[config.mk]
export PLATFORM = sky130hd
export DESIGN_NAME = prio_dec_accum
export DESIGN_NICKNAME = d
export VERILOG_FILES = /design/src/rtl/prio_dec_accum.sv
export SDC_FILE = /design/constraint.sdc
export NUM_CORES = 1
export LEC_CHECK = 0
export CORE_MARGIN = 3
export CORE_UTILIZATION = 46
export CTS_BUF_LIST = sky130_fd_sc_hd__clkbuf_4 sky130_fd_sc_hd__clkbuf_8 sky130_fd_sc_hd__clkbuf_16
export DETAILED_ROUTE_END_ITERATION = 8
export GPL_ROUTABILITY_DRIVEN = 1
export GPL_TIMING_DRIVEN = 0
export HOLD_SLACK_MARGIN = 0.06
export PLACE_DENSITY_LB_ADDON = 0.12
export SETUP_SLACK_MARGIN = 0.15
export SYNTH_ARGS = -nofsm -noshare
export SYNTH_HDL_FRONTEND = slang
export SYNTH_SLANG_ARGS = --single-unit
[constraint.sdc]
create_clock -name clk -period 2.1 [get_ports clk]
set_input_delay 0.315 -clock clk [delete_from_list [all_inputs] [get_ports clk]]
set_output_delay 0.315 -clock clk [all_outputs]
set_load 0.02 [all_outputs]
[src/rtl/prio_dec_accum.sv]
// Rebuilds a WIDTH-bit mask from a stream of bit indices. Latency: 1 cycle from the in_last handshake to out_valid.
// Backpressure: the frame is held until out_ready; in_ready stays low while a frame is held.
module prio_dec_accum #(
    parameter int WIDTH_LOG = 4
) (
    input  logic                   clk,
    input  logic                   rst_n,
    input  logic                   in_valid,
    output logic                   in_ready,
    input  logic [7:0]             in_idx,
    input  logic                   in_last,
    output logic                   out_valid,
    input  logic                   out_ready,
    output logic [(1<<WIDTH_LOG)-1:0] out_mask,
    output logic [WIDTH_LOG:0]     out_count,
    output logic                   out_err
);
    localparam int WIDTH = 1 << WIDTH_LOG;
    localparam logic [8:0] WIDTH_9 = 9'(WIDTH);

    typedef enum logic {
        ST_ACCUM = 1'b0,
        ST_HOLD  = 1'b1
    } state_t;

    state_t                 r_state;
    state_t                 w_state_nxt;
    logic                   r_in_ready;
    logic [WIDTH-1:0]       r_mask;
    logic [WIDTH-1:0]       w_mask_nxt;
    logic [WIDTH_LOG:0]     r_count;
    logic [WIDTH_LOG:0]     w_count_nxt;
    logic                   r_err;
    logic                   w_err_nxt;

    logic                   w_in_range;
    logic [WIDTH_LOG-1:0]   w_bit_idx;
    logic [WIDTH-1:0]       w_onehot;

    assign w_in_range = ({1'b0, in_idx} < WIDTH_9);
    assign w_bit_idx  = in_idx[WIDTH_LOG-1:0];
    assign w_onehot   = {{(WIDTH-1){1'b0}}, 1'b1} << w_bit_idx;

    always_comb begin
        w_state_nxt = r_state;
        w_mask_nxt  = r_mask;
        w_count_nxt = r_count;
        w_err_nxt   = r_err;
        case (r_state)
            ST_ACCUM: begin
                if (in_valid && r_in_ready) begin
                    if (w_in_range) begin
                        // Duplicate indices leave mask and count untouched.
                        if (!r_mask[w_bit_idx]) begin
                            w_mask_nxt  = r_mask | w_onehot;
                            w_count_nxt = r_count + {{WIDTH_LOG{1'b0}}, 1'b1};
                        end
                    end else begin
                        w_err_nxt = 1'b1;
                    end
                    if (in_last) begin
                        w_state_nxt = ST_HOLD;
                    end
                end
            end
            ST_HOLD: begin
                if (out_ready) begin
                    w_mask_nxt  = '0;
                    w_count_nxt = '0;
                    w_err_nxt   = 1'b0;
                    w_state_nxt = ST_ACCUM;
                end
            end
            default: begin
                w_state_nxt = ST_ACCUM;
            end
        endcase
    end

    // in_ready is its own register so it stays low while reset is asserted.
    always_ff @(posedge clk or negedge rst_n) begin
        if (!rst_n) begin
            r_state    <= ST_ACCUM;
            r_in_ready <= 1'b0;
            r_mask     <= '0;
            r_count    <= '0;
            r_err      <= 1'b0;
        end else begin
            r_state    <= w_state_nxt;
            r_in_ready <= (w_state_nxt == ST_ACCUM);
            r_mask     <= w_mask_nxt;
            r_count    <= w_count_nxt;
            r_err      <= w_err_nxt;
        end
    end

    assign in_ready  = r_in_ready;
    assign out_valid = (r_state == ST_HOLD);
    assign out_mask  = r_mask;
    assign out_count = r_count;
    assign out_err   = r_err;

endmodule

==> qor.txt <==
====================================================================================
Result of the run                                                       finished, final reports clean
Syn Inst Count                                                                   118
Family with the most delay on the worst path                            buffers and inverters
Number of DRC markers after the initial detailed-route iteration                  41
Post-placement cell count                                                        181
Area of the multi-input gates                                              589 sq um
Hold Path End                                                           out_mask[12]$_DFFE_PN0P_
Max-cap violation count                                                            0
Global routing usage on met2                                                   33.5%
Number of non-filler instances in the completed layout                           188
Share of the yosys chip area belonging to registers                            49.5%
Final WS setup                                                                302 ps
Hold path startpoint                                                       in_idx[2]
Root buffer cell                                                            clkbuf_4
Routability Congestion                                                         0.780
Proportion of total power due to net switching                                 29.1%
Upper clock frequency limit                                                  556 MHz
Destination of the worst register-to-register timing path               out_count[2]$_DFFE_PN0P_
Count of unresolved DRC violations after routing                                   0
Count of buffering cells on the critical path with inverters included              3
Transition time at the pin with the least slew margin                        1040 ps
Number of nets with antenna violations after routing                               0
Wire length reported by the detailed router                                  2.95 mm
Number of hold violations in the final report                                      0
Clock skew                                                                   12.7 ps
Share of cells above drive strength 1                                          10.6%
Register-to-register setup slack                                              340 ps
X dimension of the die                                                  57.4 microns
Setup repair after global routing missed its margin                            false
Async S/R FF share, synth                                                       100%
Worst slew margin                                                              30.3%
Flop pwr share                                                                 53.3%
Worst-path fanout max                                                              8
# H-tree levels                                                                    1
Fill cell count                                                                  184
Static power due to leakage                                              0.000774 uW
Pin count of the biggest net entering global routing                              25
Met3 usage                                                                     5.20%
Detailed placement HPWL                                                      2.14 mm
CP peak stage delay                                                           570 ps
Largest vdd supply drop                                                     0.419 mV
Count of synthesis-stage warnings from yosys                                       0
Sinks on the clock net                                                            24
Row cnt                                                                           17
Number of enable-type register cells in the synthesized netlist                    0
Grt peak-use layer                                                              met2
Pre-CTS worst setup slack                                                    -284 ps
Data required time of the critical path                                      2320 ps
Port Buffers                                                                      35
Number of antenna violations at the first check in global routing                  0
Primary FF master, synth                                                     dfrtp_1
Clock network power share                                                      25.2%
Number of buffers created by CTS                                                   3
Vias in the first global route                                                  1103
Number of iterations in the first detailed-routing pass                            4
Number of top-level design ports                                                  37
Height of the die                                                       57.4 microns
Critical Path, Cell by Cell                                             clkdlybuf4s50_1 -> nor2b_1 -> nor4b_4 -> a22oi_2 -> buf_6 -> buf_4 -> o211ai_1 -> nand3_1
Longest Clk Path Bufs                                                              2
Syn Nets                                                                         132
Area of the core region                                                   2360 sq um
Initial core utilization                                                       51.4%
Number of nets in the final layout                                               175
Global routing usage on met1                                                   23.0%
Area added between synthesis and finish                                        39.7%
Vias per inst                                                                   5.79
Combinational share of power                                                   21.5%
Power spent charging and discharging nets                                     282 uW
Number of endpoints failing setup at the final stage                               0
Worst Setup End Kind                                                            flop
Insertion delay of the later-clocked pin in the worst-skew pair               320 ps
Kind of start point of the critical path                                   input pin
Worst hold stages                                                                  3
Post-DR wirelength/cell                                                 15.7 microns
Signal arrival time at the worst endpoint                                    2010 ps
First-pass GRT wire length                                                   4.99 mm
Seq cells post-synth                                                              24
Pins Over Slew Limit                                                               0
Worst hold slack across all endpoints                                         489 ps
Fin crit share                                                                 85.6%
Sum of internal, switching and leakage power                                  969 uW
Unique masters post-synth                                                         36
Start-to-end type of the worst setup path                                  in -> reg
Antenna Diode Count                                                                0
Remaining Overflow, GRT                                                            0
CTS tree                                                                         yes
Logic depth of the worst register-to-register path                                 7
Sum Neg Setup Slack                                                             0 ps
Internal power                                                                688 uW
Crit Reg-Reg Startpoint                                                 out_mask[7]$_DFFE_PN0P_
Worst hold-check path type                                                 in -> reg
Netlist area before placement                                             1210 sq um
DR vias                                                                         1089
Cell with the largest stage delay on the worst path                     clkdlybuf4s50_1
Post-synthesis area per instance                                          10.3 sq um
Shortest period the worst path allows                                        1800 ps
PD cells                                                                 572 nW/um^2
Area of all sequential standard cells                                      601 sq um
Total Routing Usage GR                                                         18.9%
Clock Pin Slew Worst Setup and Hold Paths                                     140 ps
Area of the die                                                           3290 sq um
====================================================================================
==> flip-flops by register name (all words and copies together), names as in the netlist <==
| signal | count |
|---|---|
| in_ready | 1 |
| out_count | 5 |
| out_err | 1 |
| out_mask | 16 |
| out_valid | 1 |
==> cells in the mapped netlist (3+ instances only) <==
library cell	number	share of area (%)
o21a_1	4	2.5
nand3_1	3	1.2
nor2b_1	4	2.1
o21ai_0	4	1.6
mux2i_1	9	7.4
a21oi_1	8	3.3
nor2_1	14	4.3
inv_1	4	1.2
a31oi_1	3	1.5
nand2_1	9	2.8
clkbuf_1	3	0.93
dfrtp_1	24	49
==> metal layers <==
layer	up-vias	wire length, microns
li1	514	-
met2	30	1510
met1	541	1260
met4	0	22
met3	4	162
met5	-	0
==> what timing repair did <==
action	CTS	global route
buffers inserted	3	0
endpoints found under the hold margin	0	0
resized for setup	4	5
pin swaps	5	5
hold buffers	0	0
setup endpoints to repair	3	20
==> cell families after synthesis <==
family	after synthesis	share of synthesized area [%]
simple gates	46	20.8
compound gates	26	13.5
flops	24	49.5
mux	11	11.1
buf+inv	10	4.02
fa+ha+maj	1	1.03
==> through the flow <==
step	util (%)	instance area, sq um
final	71.8	1700
after global routing	71.8	1700
after CTS	71.3	1680
after detailed placement	67.7	1600
after global placement	67.7	1600
after floorplan	-	1210
==> cell type report <==
class	instances	share of cell area, %
Buffer	6	1.99
Clock buffer	4	2.14
Inverter	4	0.886
Multi-Input combinational cell	84	34.8
Sequential cell	24	35.4
Tap cell	28	2.07
Timing Repair Buffer	38	22.7
==> cells in the final DEF (no fill, tap or decap), drive strengths merged <==
| cell type | synthesis | routed |
|---|---|---|
| nand4 | 1 | 1 |
| nor4 | 2 | 2 |
| o31ai | 2 | 2 |
| mux4 | 2 | 2 |
| or3 | 1 | 1 |
| o21a | 4 | 4 |
| and4bb | 1 | 1 |
| and4b | 1 | 1 |
| nor2 | 14 | 14 |
| o311ai | 1 | 1 |
| ha | 1 | 1 |
| nand4b | 1 | 1 |
| dfrtp | 24 | 24 |
| a31oi | 3 | 3 |
| clkbuf | 3 | 7 |
| o21ai | 4 | 4 |
| inv | 4 | 4 |
| nor4b | 1 | 1 |
| nor2b | 4 | 4 |
| dlymetal6s2s | 0 | 5 |
| nand2 | 9 | 9 |
| and2 | 1 | 1 |
| mux2i | 9 | 9 |
| a21oi | 8 | 8 |
| nor3 | 2 | 2 |
| o211ai | 1 | 1 |
| clkdlybuf4s50 | 0 | 30 |
| nand3 | 3 | 3 |
| o22ai | 1 | 1 |
| buf | 3 | 6 |
| a32o | 1 | 1 |
| nand3b | 1 | 1 |
| nand2b | 2 | 2 |
| a22oi | 1 | 1 |
| or4 | 2 | 2 |
==> worst min-delay path: cells and delay by family <==
family                 cells  cell delay, ps
AOI/OAI and AO/OA          1              80
buffers and inverters      1             190
and+or+nand+nor            1             200
==> how the worst max path moves through the flow <==
stage	startpoint	cells after the start	slack, ps	endpoint
3_3_place_gp	in_idx[7]	7	-260	out_count[3]$_DFFE_PN0P_
6_report	out_ready	8	300	out_count[2]$_DFFE_PN0P_
5_1_grt	out_ready	8	160	out_count[2]$_DFFE_PN0P_
2_1_floorplan	in_idx[7]	6	220	out_count[3]$_DFFE_PN0P_
4_1_cts	in_idx[4]	7	80	out_count[3]$_DFFE_PN0P_
3_5_place_dp	in_idx[7]	7	-280	out_count[3]$_DFFE_PN0P_
==> power groups by stage <==
stage | clock (uW) | sequential (uW) | combinational, uW
after floorplan | 0 | 548 | 72.5
after global placement | 0 | 521 | 200
after detailed placement | 0 | 524 | 204
after CTS | 246 | 515 | 210
after global routing | 262 | 521 | 227
final | 244 | 516 | 209
Power figures use the tool's default switching activity.
==> RTL change 1: new RTL, config.mk and constraints unchanged <==
Put one more register stage on the output `out_err`. The value now appears one clock later. The other outputs are not delayed to match.
--- a/src/rtl/prio_dec_accum.sv
+++ b/src/rtl/prio_dec_accum.sv
@@ -99,5 +99,7 @@
     assign out_mask  = r_mask;
     assign out_count = r_count;
-    assign out_err   = r_err;
+    always_ff @(posedge clk) begin
+        out_err <= r_err;
+    end
 
 endmodule
Function: changed (a bounded check fails within 4 cycles, from zero or initial values and one cycle with rst_n low).
==> RTL change 1 against the original RTL <==
Area after synthesis increased by 1.6%; total power decreased by 0.98%; final cell count increased by 1.6%; combinational power decreased by 2%; maximum frequency decreased by 2.4%; sequential cell count increased by 1; clock power decreased by 10%; worst setup slack got worse by 44 ps; cell area increased by 0.37%; via count decreased by 2.6%; hold slack got worse by 70 ps; non-clock buffer count unchanged; wire length decreased by 4.3%.
==> RTL change 1: results (changes against the original RTL) <==
The flow ran to the end, and the final reports show no timing, DRC or antenna violations. The run gives 25 (unchanged) as the pin count of the biggest net entering global routing. The total number of H-tree levels is 1 (unchanged), and the slew of the pin with the lowest slew margin is 1090 ps (+44.3 ps).

The arrival time at the worst endpoint was 2070 ps (+60 ps). The endpoint identified for the worst register-to-register timing path is out_count[1]$_DFFE_PN0P_. The met1 track demand over resource in global routing is 0.252 (+0.0220), and the initial antenna violation count is 0 (unchanged). The run gives 260 ps (-80 ps) as the flop-to-flop setup slack.

The worst-case reg-to-reg path depth was 7 (unchanged); the number of flip-flops under the largest register name was 16 (unchanged). The tools report the number of warnings reported in the yosys synthesis log as 0 (unchanged). The top fanout value on the critical path came out at 7 (-1).

The worst vdd rail ir drop was 0.000440 V (+5.1%); the number of buffers inserted during clock tree synthesis was 3 (unchanged). Count of buffers from port buffering: 35 (unchanged). The worst hold margin is 419 ps (-69.9 ps). The placed wire-length estimate came out at 2100 um (-1.7%). Diode insertion count for antenna repair: 0 (unchanged). The logs give 176 (+0.57%) for the layout net count and 4 (unchanged) for the first-pass iteration count of the detailed router.

The via count is 1,061 (-2.6%). Ranked by instance count, the synthesized netlist is headed by 24 x dfrtp_1, 14 x nor2_1, 9 x mux2i_1, 9 x nand2_1, 8 x a21oi_1. The share of post-route cells with drive strength above 1 came out at 0.112 (+0.00555).

The library cell used as clock root buffer is clkbuf_4. The proportion of synthesized flip-flops having asynchronous set or reset is 0.960 (-0.0400), and the detailed-route wire length is 2830 um (-4.3%). The kind of path behind the tightest hold check was reg2reg. The startpoint identified for the worst hold timing path is r_err$_DFFE_PN0P_. Clock insertion delay at the later pin of the skew report: 320 ps (about the same). The post-place instance area was 0.00162 mm2 (+1.4%). In the synthesized netlist the dominant register cell turns out to be dfrtp_1. Number of cells on the worst hold path: 0 (-3).

The worst hold path endpoint was out_err$_DFF_P_. The tools report the net count after synthesis as 133 (+0.76%). The maximum number of buffers from clock root to sink was 2 (unchanged). After synthesis, the cell types taking the most area are dfrtp_1 49%, mux2i_1 7.3%, nor2_1 4.3%, mux4_2 3.7%, a21oi_1 3.2%. The clock-pin slew reported for the worst setup and hold paths after clock tree synthesis was 140 ps (about the same); the overall global routing resource usage was 0.191 (+0.00272). The worst register-to-register path begins at out_mask[15]$_DFFE_PN0P_.

For the leakage power, the log shows 0.755 nW (-2.4%). The logs give 9.04 ps (-3.61 ps) for the setup skew after layout and 0.503 (+0.00820) for the proportion of synthesized chip area in sequential cells. The run gives 0.0334 (-0.0186) as the global routing usage on met3. The post-synthesis cell type count was 37 (+2.8%); the number of violations reported at the end of detailed-routing iteration 0 was 11 (-73%). The met2 global-route usage was 0.311 (-0.0242); the final weighted congestion in routability-driven placement was 0.779 (-0.13%). The wire length of the first global-routing pass is 4960 um (-0.54%).
## RTL change 1: cells by family (layout without fill, tap and decap cells)
family,count (synthesis),in the layout,synth area share
AOI/OAI and AO/OA,26,26,0.133
adders and majority gates,1,1,0.0101
buffers and inverters,10,52,0.0395
DFF,25,25,0.503
muxes,11,11,0.110
and+or+nand+nor,46,46,0.205
## RTL change 1: final cells by class
type                       count  area, um2
tap                           30       37.5
sequential                    25        621
clock buffer                   3       22.5
inverter                       4       15.0
buffer                         6       33.8
clock inverter                 1       5.00
fill                         227        821
timing repair buffer          38        374
multi-input combinational     84        593
## RTL change 1: timing repair
item / 4_1_cts / 5_1_grt
endpoints found under the setup margin: 3 / 5
gates cloned: 0 / 0
resized for setup: 6 / 4
setup buffers: 2 / 1
pin swaps: 5 / 4
## RTL change 1: worst max-delay path by stage
stage,start,to,cells past startpoint
global route,out_mask[15]$_DFFE_PN0P_,out_count[1]$_DFFE_PN0P_,7
detailed placement,in_idx[7],out_count[3]$_DFFE_PN0P_,7
global placement,in_idx[7],out_count[3]$_DFFE_PN0P_,7
floorplan,in_idx[7],out_count[3]$_DFFE_PN0P_,6
CTS,in_idx[2],out_count[4]$_DFFE_PN0P_,6
finish,out_mask[15]$_DFFE_PN0P_,out_count[1]$_DFFE_PN0P_,7
## RTL change 1: where the power goes
part	internal [mW]	leakage (nW)	switching, mW
combinational	0.0934	0.405	0.111
sequential	0.509	0.333	0.0270
clock	0.0714	0.0177	0.147
total	0.674	0.755	0.286
## RTL change 1: layer usage
layer / wire length [um] / part of all wire / up-vias
met4: 38 / 0.013 / 0
met2: 1400 / 0.49 / 21
met5: 0 / 0 / -
li1: - / - / 517
met3: 98 / 0.035 / 4
met1: 1290 / 0.46 / 519
## RTL change 1: critical path: stages (launching register included)
cell and delay (ps):
dfrtp_1 400, mux2i_1 110, mux4_2 520, a22oi_2 220, buf_6 160, buf_4 110, nor2_1 30, a32o_1 210
## RTL change 1: metrics by stage
stage / setup WS (ps) / utilization / std cells
CTS: 152 / 0.666 / 190
floorplan: 222 / - / 119
detailed placement: -275 / 0.643 / 184
global route: 166 / 0.675 / 191
global placement: -264 / 0.643 / 184
finish: 258 / 0.675 / 191
==> RTL change 2: new RTL, same flow settings <==
Without the edit above. Set the parameter `WIDTH_LOG` to 3 (it was 4).
--- a/src/rtl/prio_dec_accum.sv
+++ b/src/rtl/prio_dec_accum.sv
@@ -2,5 +2,5 @@
 // Backpressure: the frame is held until out_ready; in_ready stays low while a frame is held.
 module prio_dec_accum #(
-    parameter int WIDTH_LOG = 4
+    parameter int WIDTH_LOG = 3
 ) (
     input  logic                   clk,
Ports: changed (resized out_count and out_mask); port bits go from 37 to 28. No check against the original RTL was run, so the function may have changed too.
==> RTL change 2 against the original RTL <==
Cell area is 27% lower; maximum frequency is 8.5% lower; sequential cell count is 9 lower; wire length is 26% lower; area after synthesis is 27% lower; total power is 10% lower; first-iteration DRC count is 56% lower; critical path depth is 3 lower; core utilization is 1.7 points lower; final cell count is 22% lower; clock power is 29% lower; non-clock buffer count is 12 lower; worst setup slack worse by 170 ps.
==> RTL change 2: results (changes against the original RTL) <==
The flow ran to the end, and the final reports show no timing, DRC or antenna violations. The arrival time at the worst endpoint is 2130 ps (+120 ps). The number of standard cells in the layout, taps in and fillers out was 146 (-22%); the slew of the pin with the lowest slew margin was 688 ps (-355 ps). Worst-case reg-to-reg path depth: 4 (-3). The run gives 15.7 ps (+3.07 ps) as the setup skew after layout. The net count after synthesis is 105 (-20%), and the via density per instance is 5.65 (-2.4%).

The wire length per cell is 14.9 um (-5.1%), and the placed wire-length estimate is 1620 um (-24%). The tools report the worst hold margin as 392 ps (-97.1 ps). The via count of the first global-routing pass is 840 (-24%), and the pin count of the biggest net entering global routing is 16 (-36%). The count of buffers from port buffering works out to 24 (-31%). The launch point of the worst reg-to-reg path is out_mask[6]$_DFFE_PN0P_. The run gives 0.000539 V (+29%) as the worst vdd rail ir drop. The final weighted congestion in routability-driven placement is 0.819 (+4.9%). The worst hold path endpoint was out_mask[2]$_DFFE_PN0P_.

The highest-delay cell along the critical path was or4_4. By count the netlist is led by 15 x dfrtp_1, 11 x nand2_1, 5 x mux2i_1, 5 x o41ai_1. The share of post-route cells with drive strength above 1 came out at 0.149 (+0.0425).

For the clock insertion delay at the later pin of the skew report, the log shows 290 ps (-30 ps). The number of flip-flops under the largest register name was 8 (-8); the clock-pin slew reported for the worst setup and hold paths after clock tree synthesis was 110 ps (-30 ps). The post-synthesis cell type count is 34 (-5.6%), and the post-place instance area is 0.00115 mm2 (-28%). The startpoint identified for the worst hold timing path is in_idx[1]. Synthesized area per cell: 9.71 um2 (-5.6%). The tools report the layout net count as 136 (-22%). The overall global routing resource usage is 0.197 (+0.00850), and the proportion of synthesized chip area in sequential cells is 0.425 (-0.0699). Ranked by total cell area, the synthesized netlist is headed by dfrtp_1 42%, mux2i_1 5.7%, o41ai_1 5.0%, nand2_1 4.7%, a211oi_1 2.5%. The leakage power was 0.533 nW (-31%); the wire length of the first global-routing pass was 3750 um (-25%). The tools report the number of fillers in the final layout as 152 (-17%).
-- RTL change 2: cell count changes after synthesis, moves of 4 or more --
cell,unedited run,this run
dfrtp_1,24,15
nor2_1,14,4
mux2i_1,9,5
o41ai_1,0,5
a21oi_1,8,1
o21a_1,4,0
-- RTL change 2: where the power goes --
| part | internal [mW] | total, mW | switching (mW) |
|---|---|---|---|
| registers | 0.329 | 0.369 | 0.0397 |
| clock network | 0.0723 | 0.173 | 0.100 |
| logic | 0.155 | 0.327 | 0.173 |
-- RTL change 2: worst max-delay path by stage --
stage / start / end / cells after the start
final: in_idx[7] / out_mask[6]$_DFFE_PN0P_ / 5
after global routing: in_idx[7] / out_mask[6]$_DFFE_PN0P_ / 5
after CTS: in_idx[7] / out_mask[6]$_DFFE_PN0P_ / 5
after detailed placement: in_idx[7] / out_mask[6]$_DFFE_PN0P_ / 5
after global placement: in_idx[7] / out_count[0]$_DFFE_PN0P_ / 5
after floorplan: in_idx[7] / out_count[0]$_DFFE_PN0P_ / 4
-- RTL change 2: logic make-up (layout without fill, tap and decap cells) --
logic type      Yosys count  count (layout)  synth area share
simple gates             37              37             0.244
compound gates           22              22             0.195
fa+ha+maj                 1               1            0.0142
flops                    15              15             0.425
mux                       6               6            0.0694
buf+inv                  10              40            0.0524
-- RTL change 2: what timing repair did --
item,CTS,global route
setup buffers,2,0
setup endpoints to repair,5,4
gates resized for setup,2,3
pin swaps,1,0
cloned,0,0
-- RTL change 2: worst min-delay path, stage by stage --
cell and delay (ps):
buf_2 170, nand2b_1 110, o41ai_2 60
-- RTL change 2: layer usage --
metal / track usage / vias up / part of all wire
li1: - / 403 / -
met1: 0.247 / 391 / 0.43
met2: 0.324 / 29 / 0.49
met3: 0.0544 / 2 / 0.071
met4: 0.0691 / 0 / 0.0028
met5: 0 / - / 0
-- RTL change 2: cell type report --
| type | instances | share of cell area |
|---|---|---|
| inverters | 4 | 0.0121 |
| plain buffers | 6 | 0.0253 |
| multi-input cells | 66 | 0.403 |
| repair buffers | 26 | 0.206 |
| clock inverters | 1 | 0.00607 |
| well taps | 25 | 0.0253 |
| flip-flops and latches | 15 | 0.303 |
| clock buffers | 3 | 0.0182 |
-- RTL change 2: through the flow --
step	worst slack [ps]	power [mW]	util
after floorplan	300	0.551	-
after global placement	-188	0.684	0.655
after detailed placement	-251	0.697	0.655
after CTS	136	0.872	0.689
after global routing	125	0.922	0.701
final	135	0.869	0.701
